`config.mk`:
```
export PLATFORM = sky130hd
export DESIGN_NAME = cost_pair_counter
export DESIGN_NICKNAME = d
export VERILOG_FILES = /design/src/rtl/cost_pair_counter.sv
export SDC_FILE = /design/constraint.sdc
export NUM_CORES = 1
export LEC_CHECK = 0
export BUFFER_PORTS_ARGS = -buffer_cell sky130_fd_sc_hd__buf_2
export CORE_MARGIN = 4
export CORE_UTILIZATION = 45
export DETAILED_ROUTE_END_ITERATION = 8
export PLACE_DENSITY_LB_ADDON = 0.15
export SYNTH_ARGS = -nofsm -noshare
export SYNTH_HDL_FRONTEND = slang
export SYNTH_SLANG_ARGS = --single-unit
```
`constraint.sdc`:
```
create_clock -name in_clock -period 1.6 [get_ports in_clock]
set_input_delay 0.16 -clock in_clock [delete_from_list [all_inputs] [get_ports in_clock]]
set_output_delay 0.16 -clock in_clock [all_outputs]
set_load 0.005 [all_outputs]
```
`src/rtl/cost_pair_counter.sv`:
```
// Satisfied-constraint pair counter (u = proposed, v = current) with a valid/ack
// handshake. Define COST_TIMEOUT_EN to add the ACCUM watchdog and out_timeout.
module cost_pair_counter #(
  parameter int COUNT_WIDTH    = 8,
  parameter int TIMEOUT_CYCLES = 1023
) (
  input  logic                   in_clock,
  input  logic                   in_reset,
  input  logic                   in_start,
  input  logic                   in_constraint_valid,
  input  logic                   in_sat_current,
  input  logic                   in_sat_proposed,
  input  logic                   in_last,
  input  logic                   in_ack,
  output logic                   out_ready,
  output logic [COUNT_WIDTH-1:0] out_u,
  output logic [COUNT_WIDTH-1:0] out_v,
  output logic                   out_valid,
  output logic                   out_busy,
`ifdef COST_TIMEOUT_EN
  output logic                   out_timeout,
`endif
  output logic                   out_overflow
);

  typedef enum logic [1:0] {IDLE, ACCUM, DONE} state_t;

  localparam logic [COUNT_WIDTH-1:0] CNT_MAX = '1;

  if (TIMEOUT_CYCLES < 1) begin : g_cfg_check
    $error("TIMEOUT_CYCLES must be at least 1");
  end

  state_t                 state_q, state_d;
  logic [COUNT_WIDTH-1:0] u_q, u_d, v_q, v_d;
  logic                   ovf_q, ovf_d;
  logic                   beat, start_acc, last_beat;

  assign start_acc = (state_q == IDLE) && in_start;
  assign beat      = (state_q == ACCUM) && in_constraint_valid;
  assign last_beat = beat && in_last;

`ifdef COST_TIMEOUT_EN
  localparam int WD_W = (TIMEOUT_CYCLES > 1) ? $clog2(TIMEOUT_CYCLES + 1) : 1;
  localparam logic [WD_W-1:0] WD_LAST = WD_W'(TIMEOUT_CYCLES - 1);

  logic [WD_W-1:0] wd_q, wd_d;
  logic            to_q, to_d;
  logic            wd_expire;

  // A last beat landing on the expiry cycle wins over the watchdog.
  assign wd_expire = (state_q == ACCUM) && (wd_q == WD_LAST) && !last_beat;
`endif

  // State and datapath registers
  always_ff @(posedge in_clock or posedge in_reset) begin
    if (in_reset) begin
      state_q <= IDLE;
      u_q     <= '0;
      v_q     <= '0;
      ovf_q   <= 1'b0;
`ifdef COST_TIMEOUT_EN
      wd_q    <= '0;
      to_q    <= 1'b0;
`endif
    end else begin
      state_q <= state_d;
      u_q     <= u_d;
      v_q     <= v_d;
      ovf_q   <= ovf_d;
`ifdef COST_TIMEOUT_EN
      wd_q    <= wd_d;
      to_q    <= to_d;
`endif
    end
  end

  // Next state
  always_comb begin
    state_d = state_q;
    case (state_q)
      IDLE:  if (in_start) state_d = ACCUM;
      ACCUM: begin
        if (last_beat) state_d = DONE;
`ifdef COST_TIMEOUT_EN
        else if (wd_expire) state_d = DONE;
`endif
      end
      DONE:  if (in_ack) state_d = IDLE;
      default: state_d = IDLE;
    endcase
  end

  // Saturating counts; DONE leaves everything untouched so the pair holds
  always_comb begin
    u_d   = u_q;
    v_d   = v_q;
    ovf_d = ovf_q;
    if (start_acc) begin
      u_d   = '0;
      v_d   = '0;
      ovf_d = 1'b0;
    end else if (beat) begin
      if (in_sat_proposed) begin
        if (u_q == CNT_MAX) ovf_d = 1'b1;
        else                u_d   = u_q + 1'b1;
      end
      if (in_sat_current) begin
        if (v_q == CNT_MAX) ovf_d = 1'b1;
        else                v_d   = v_q + 1'b1;
      end
    end
`ifdef COST_TIMEOUT_EN
    wd_d = wd_q;
    to_d = to_q;
    if (start_acc) begin
      wd_d = '0;
      to_d = 1'b0;
    end else if (wd_expire) begin
      u_d  = '0;
      v_d  = '0;
      to_d = 1'b1;
    end else if (state_q == ACCUM) begin
      wd_d = wd_q + 1'b1;
    end
`endif
  end

  // Outputs
  always_comb begin
    out_ready    = (state_q == ACCUM);
    out_valid    = (state_q == DONE);
    out_busy     = (state_q != IDLE);
    out_u        = u_q;
    out_v        = v_q;
    out_overflow = ovf_q;
`ifdef COST_TIMEOUT_EN
    out_timeout  = to_q;
`endif
  end

endmodule
```
=== Word-level counts from Yosys, hierarchy flattened ===
Cells that the tools add are included.

* Word-level logic and storage cells: 44
* Latch bits: 0
* RAM bits: 0
* Output and inout bits: 20
* Memories kept: 0
* Register bits after elaboration: 19
* Bits of input ports: 8
* Memory bits (read-only): 0

* $mul: 0
* Add/sub/neg operators: 2
* Equal/unequal tests: 9
* Div/mod/pow operators: 0
* Bitwise operators: 0
* Reduce and logical (&&, ||, !) cells: 11
* Order comparisons: 0
* Shifts and indexed selects: 0
* Muxes and demuxes: 18

{| class="wikitable"
|+ Operators by type and width
! operator !! count
|-
| 8-bit two-way mux || 8
|-
| 8-bit by 1-bit adder with 8-bit output, second input constant || 2
|-
| 8-bit == test, second input constant || 2
|-
| 3-bit AND reduction || 3
|-
| 2-bit != test, second input constant || 4
|-
| 2-bit nonzero test || 4
|-
| 1-bit two-way mux || 6
|-
| 2-bit two-way mux || 3
|-
| 2-bit case mux with 3 select lines || 1
|-
| 1-bit logical AND || 3
|-
| 2-bit by 1-bit == test with 1-bit output, second input constant || 1
|-
| 2-bit == test, second input constant || 1
|-
| 2-bit logical NOT || 1
|-
| 2-bit by 1-bit != test with 1-bit output, second input constant || 1
|}

=== Longest topological paths before layout ===
* Depth after elaboration: 7
* Gate-level depth with buffers: 5
* Mapped depth without buffers: 5

=== Worst setup path after synthesis ===
No wires, ideal clock.

* Path type: register -> register
* From: register u_q[0] (netlist: out_u[0])
* To: register u_q[5] (netlist: out_u[5])
* Stages on the path, launching flop included: 6
* Slack: 9 ps
* Arrival time: 1459 ps
* Period minus slack after synthesis: 1591 ps
* Path through: dfrtp_1 ha_1 and3_1 a2111oi_2 xnor2_1 nor2_1

* Word-level cells in the longest chain between the ends: 5

{| class="wikitable"
|+ RTL lines
! item !! line !! text
|-
| start: declaration || 35 || <nowiki>logic [COUNT_WIDTH-1:0] u_q, u_d, v_q, v_d;</nowiki>
|-
| start signal: assignment || 68 || <nowiki>u_q <= u_d;</nowiki>
|-
| 8-bit by 1-bit adder with 8-bit output || 106 || <nowiki>else u_d = u_q + 1'b1;</nowiki>
|-
| 8-bit two-way mux || 105 || <nowiki>if (u_q == CNT_MAX) ovf_d = 1'b1;</nowiki>
|-
| 8-bit two-way mux || 104 || <nowiki>if (in_sat_proposed) begin</nowiki>
|-
| 8-bit two-way mux || 103 || <nowiki>end else if (beat) begin</nowiki>
|-
| 8-bit two-way mux || 99 || <nowiki>if (start_acc) begin</nowiki>
|}

Parallel ways exist; a longest one is shown, timed or not. The select of a mux whose other input is x is not followed.
A chain may end at the register's enable or synchronous reset.

=== Worst setup path after layout ===
* From: register v_q[0] (netlist: out_v[0])
* To: register v_q[5] (netlist: out_v[5])

* Word-level cells in the longest chain between the ends: 5

{| class="wikitable"
|+ RTL lines
! item !! line !! text
|-
| start: declaration || 35 ||
|-
| start signal: assignment || 69 || <nowiki>v_q <= v_d;</nowiki>
|-
| 8-bit by 1-bit adder with 8-bit output || 110 || <nowiki>else v_d = v_q + 1'b1;</nowiki>
|-
| 8-bit two-way mux || 109 || <nowiki>if (v_q == CNT_MAX) ovf_d = 1'b1;</nowiki>
|-
| 8-bit two-way mux || 108 || <nowiki>if (in_sat_current) begin</nowiki>
|-
| 8-bit two-way mux || 103 ||
|-
| 8-bit two-way mux || 99 ||
|}

Parallel ways exist; a longest one is shown, timed or not. The select of a mux whose other input is x is not followed.

==> impl_metrics.csv <==
group,metric,value,unit
setup_path,rrSetupSlack,0.06,ns
sta,setup_violations,0,
placed_design,portBuffers,27,
global_routing,grt_max_degree,20,
setup_path,crit_path_max_fanout,4,
placed_design,post-place-ws,0.0387,ns
setup_path,crit_cells,5,
sta,hold_viol,0,
power_and_ir_drop,swShare,0.354,
global_routing,grt_pass1_wl,3730,um
clock_tree,cts_tree,"done",
power_and_ir_drop,p_comb_frac,0.343,
run,max_cap_viol_count,0,
hold_path,whs_path_depth,3,
die,io_pins,28,
final_layout,diodes,0,
power_and_ir_drop,total_leakage_power,0.652,nW
hold_path,min_path_type,"in -> reg",
sta,post-route-period-util,0.959,
global_routing,grt_usage,0.150,
drt,wire_per_inst,13.6,um
yosys,syn_inst,103,
clock_tree,clkLatencyLatePin,0.29,ns
global_routing,grt_pass1_vias,844,
yosys,synth_edf_count,0,
sta,worstMarginPinSlew,0.456,ns
setup_path,crit_family,"simple AND/OR/NAND/NOR gates",
final_layout,final_core_util,0.620,
power_and_ir_drop,power.internal,0.830,mW
setup_path,worst_setup_path_end_kind,"register",
drt,drt_iter0_markers,21,
die,core-area,2060,um2
setup_path,cp-startpoint,"out_v[0]",
die,fp.dieW,55.5,um
run_status,status,"completed",
power_and_ir_drop,clkPwrFrac,0.188,
setup_path,r2r_start,"out_v[0]",
die,start_util,0.493,
drt,drc,0,
yosys,synth_seq_area_share,0.467,
final_layout,syn2layout_area_growth,25.6,%
drt,vias,910,
power_and_ir_drop,seqPwrFrac,0.469,
setup_path,worst-r2r-cell-count,5,
final_layout,regArea,475,um2
clock_tree,post_cts_buffers,0,
power_and_ir_drop,power.switching,0.454,mW
sta,layout_setup_ws,0.0648,ns
yosys,ys_warn_count,0,
final_layout,nNetsFinal,150,
setup_path,slowest_stage,"dfrtp_1",
setup_path,critPathKind,"reg -> reg",
setup_path,crit_chain,"ha_1 > nand3_1 > o211ai_2 > or3_1 > a21oi_1",
placed_design,dp_hpwl,1700,um
clock_tree,ctsHtreeMaxLevel,1,
global_routing,antenna_found_initial,0,
sta,rsz0062_at_grt,"yes",
drt,routed_via_density,5.48,
drt,routed_wl,2260,um
die,fp.dieH,55.5,um
setup_path,slowest_delay,0.43,ns
drt,firstDrtPassIters,5,
yosys,syn_area,1020,um2
setup_path,worst-path-buf-inv,0,
clock_tree,cts_sinks,19,
die,rows,16,
yosys,synth_cell_types,36,
setup_path,worstSetupStartpointType,"register",
final_layout,drive_above_1_share,0.302,
final_layout,multiInputGateArea,526,um2
clock_tree,clk_pin_slew,0.10,ns
drt,final_antenna_net_count,0,
yosys,ys_seq_elements,19,
yosys,synth.net_count,113,
sta,slew_headroom,0.696,
yosys,async_flop_share,1.00,
setup_path,crit_required,1.82,ns
sta,fmax,651,MHz
sta,finClkSkew,0.00290,ns
placed_design,gp_congestion,0.724,
yosys,syn-mean-instance-area,9.88,um2
global_routing,overflow,0,
sta,finalMaxSlewViolations,0,
clock_tree,root_buffer,"clkbuf_4",
clock_tree,cts_buffer_depth,2,
setup_path,reg2reg_to,"out_v[5]",
setup_path,crit_end,"out_v[5]",
power_and_ir_drop,power_density,1010,nW/um2
yosys,ys.flop_type,"dfrtp_1",
power_and_ir_drop,ir_drop,730,uV
setup_path,cp.arrival,1.76,ns
final_layout,num-fill-cells,196,
die,die-area,3090,um2
sta,layout_min_cycle_time,1.54,ns
clock_tree,cts_buffers,3,
==> kinds of logic after synthesis <==
logic type	synth area share
xor+xnor	0.0517
flops	0.467
compound gates	0.148
mux	0.0492
fa+ha+maj	0.0246
buf+inv	0.0344
simple gates	0.225
==> cell type report <==
type | count | share of cell area
sequential | 19 | 0.372
clock buffer | 4 | 0.0206
multi-input combinational | 75 | 0.411
inverter | 7 | 0.0206
tap | 27 | 0.0264
timing repair buffer | 34 | 0.149
==> worst min path at each step <==
stage / startpoint / endpoint
detailed placement: in_reset / out_u[4]
CTS: in_ack / state_q[1]
floorplan: in_reset / out_overflow
global route: in_ack / state_q[1]
finish: in_ack / state_q[1]
global placement: in_reset / out_u[4]
==> what timing repair did <==
item                                   CTS  global route
resized for setup                        0             4
hold buffers                             1             0
endpoints found under the hold margin   19             0
setup endpoints to repair                0             4
==> layout by cell type, fill, tap and decap left out, types with 2 or more instances in the layout <==
master    synthesis  layout
clkbuf_4          0       3
nand2b_1          2       2
nor2_1            9       9
nor3_1            2       2
nand4_1           3       3
dfrtp_1          19      19
xor2_1            2       2
ha_1              2       2
o21ai_1           3       3
buf_4             0       6
o21a_1            2       2
mux2i_1           5       5
nand4b_1          2       2
nand3_1           7       7
and4b_1           2       2
inv_1             7       7
nand2_1          11      11
buf_2             1      27
xnor2_1           4       4
==> sequential cells by signal, indices dropped and copies added (netlist names) <==
| name | cells |
|---|---|
| out_overflow | 1 |
| out_u | 8 |
| out_v | 8 |
| state_q | 2 |
==> worst register-to-register path, stage by stage (launching register included) <==
cell and delay, ns:
dfrtp_1 0.43, ha_1 0.24, nand3_1 0.14, o211ai_2 0.16
or3_1 0.36, a21oi_1 0.14
==> power groups by stage <==
stage | Combinational [mW] | Clock, mW | Sequential [mW]
6_report | 0.440 | 0.242 | 0.603
5_1_grt | 0.504 | 0.260 | 0.616
4_1_cts | 0.444 | 0.248 | 0.602
3_5_place_dp | 0.439 | 0 | 0.612
3_3_place_gp | 0.427 | 0 | 0.607
2_1_floorplan | 0.231 | 0 | 0.627
==> stage by stage <==
step                      hold slack (ns)  cell area, um2  instances  total power, mW  setup TNS (ns)
after global routing                0.126            1280        166             1.38         -0.0876
after detailed placement            0.190            1220        161             1.05               0
after floorplan                     0.111            1020        103            0.857               0
final                               0.108            1280        166             1.28               0
after global placement              0.191            1220        161             1.03               0
after CTS                           0.107            1260        166             1.29               0
==> synthesized netlist by cell type (2+ instances only) <==
library cell | n | share of area
nand4b_1 | 2 | 0.017
nor3_1 | 2 | 0.0098
and4b_1 | 2 | 0.020
and3_1 | 2 | 0.012
nand4_1 | 3 | 0.018
nand2b_1 | 2 | 0.012
ha_1 | 2 | 0.025
mux2i_1 | 5 | 0.049
nand3_1 | 7 | 0.034
xor2_1 | 2 | 0.017
inv_1 | 7 | 0.026
nand2_1 | 11 | 0.041
o21ai_1 | 3 | 0.015
o21a_1 | 2 | 0.015
xnor2_1 | 4 | 0.034
nor2_1 | 9 | 0.033
dfrtp_1 | 19 | 0.47
==> routing by layer <==
| layer | share of wire | up-vias | routed length [um] | track usage |
|---|---|---|---|---|
| li1 | - | 447 | - | - |
| met1 | 0.48 | 435 | 1090 | 0.203 |
| met3 | 0.059 | 4 | 134 | 0.0303 |
| met4 | 0.012 | 0 | 27 | 0.0521 |
| met5 | 0 | - | 0 | 0 |
| met2 | 0.45 | 24 | 1010 | 0.236 |
No activity file was read; power rests on OpenSTA's default activity.
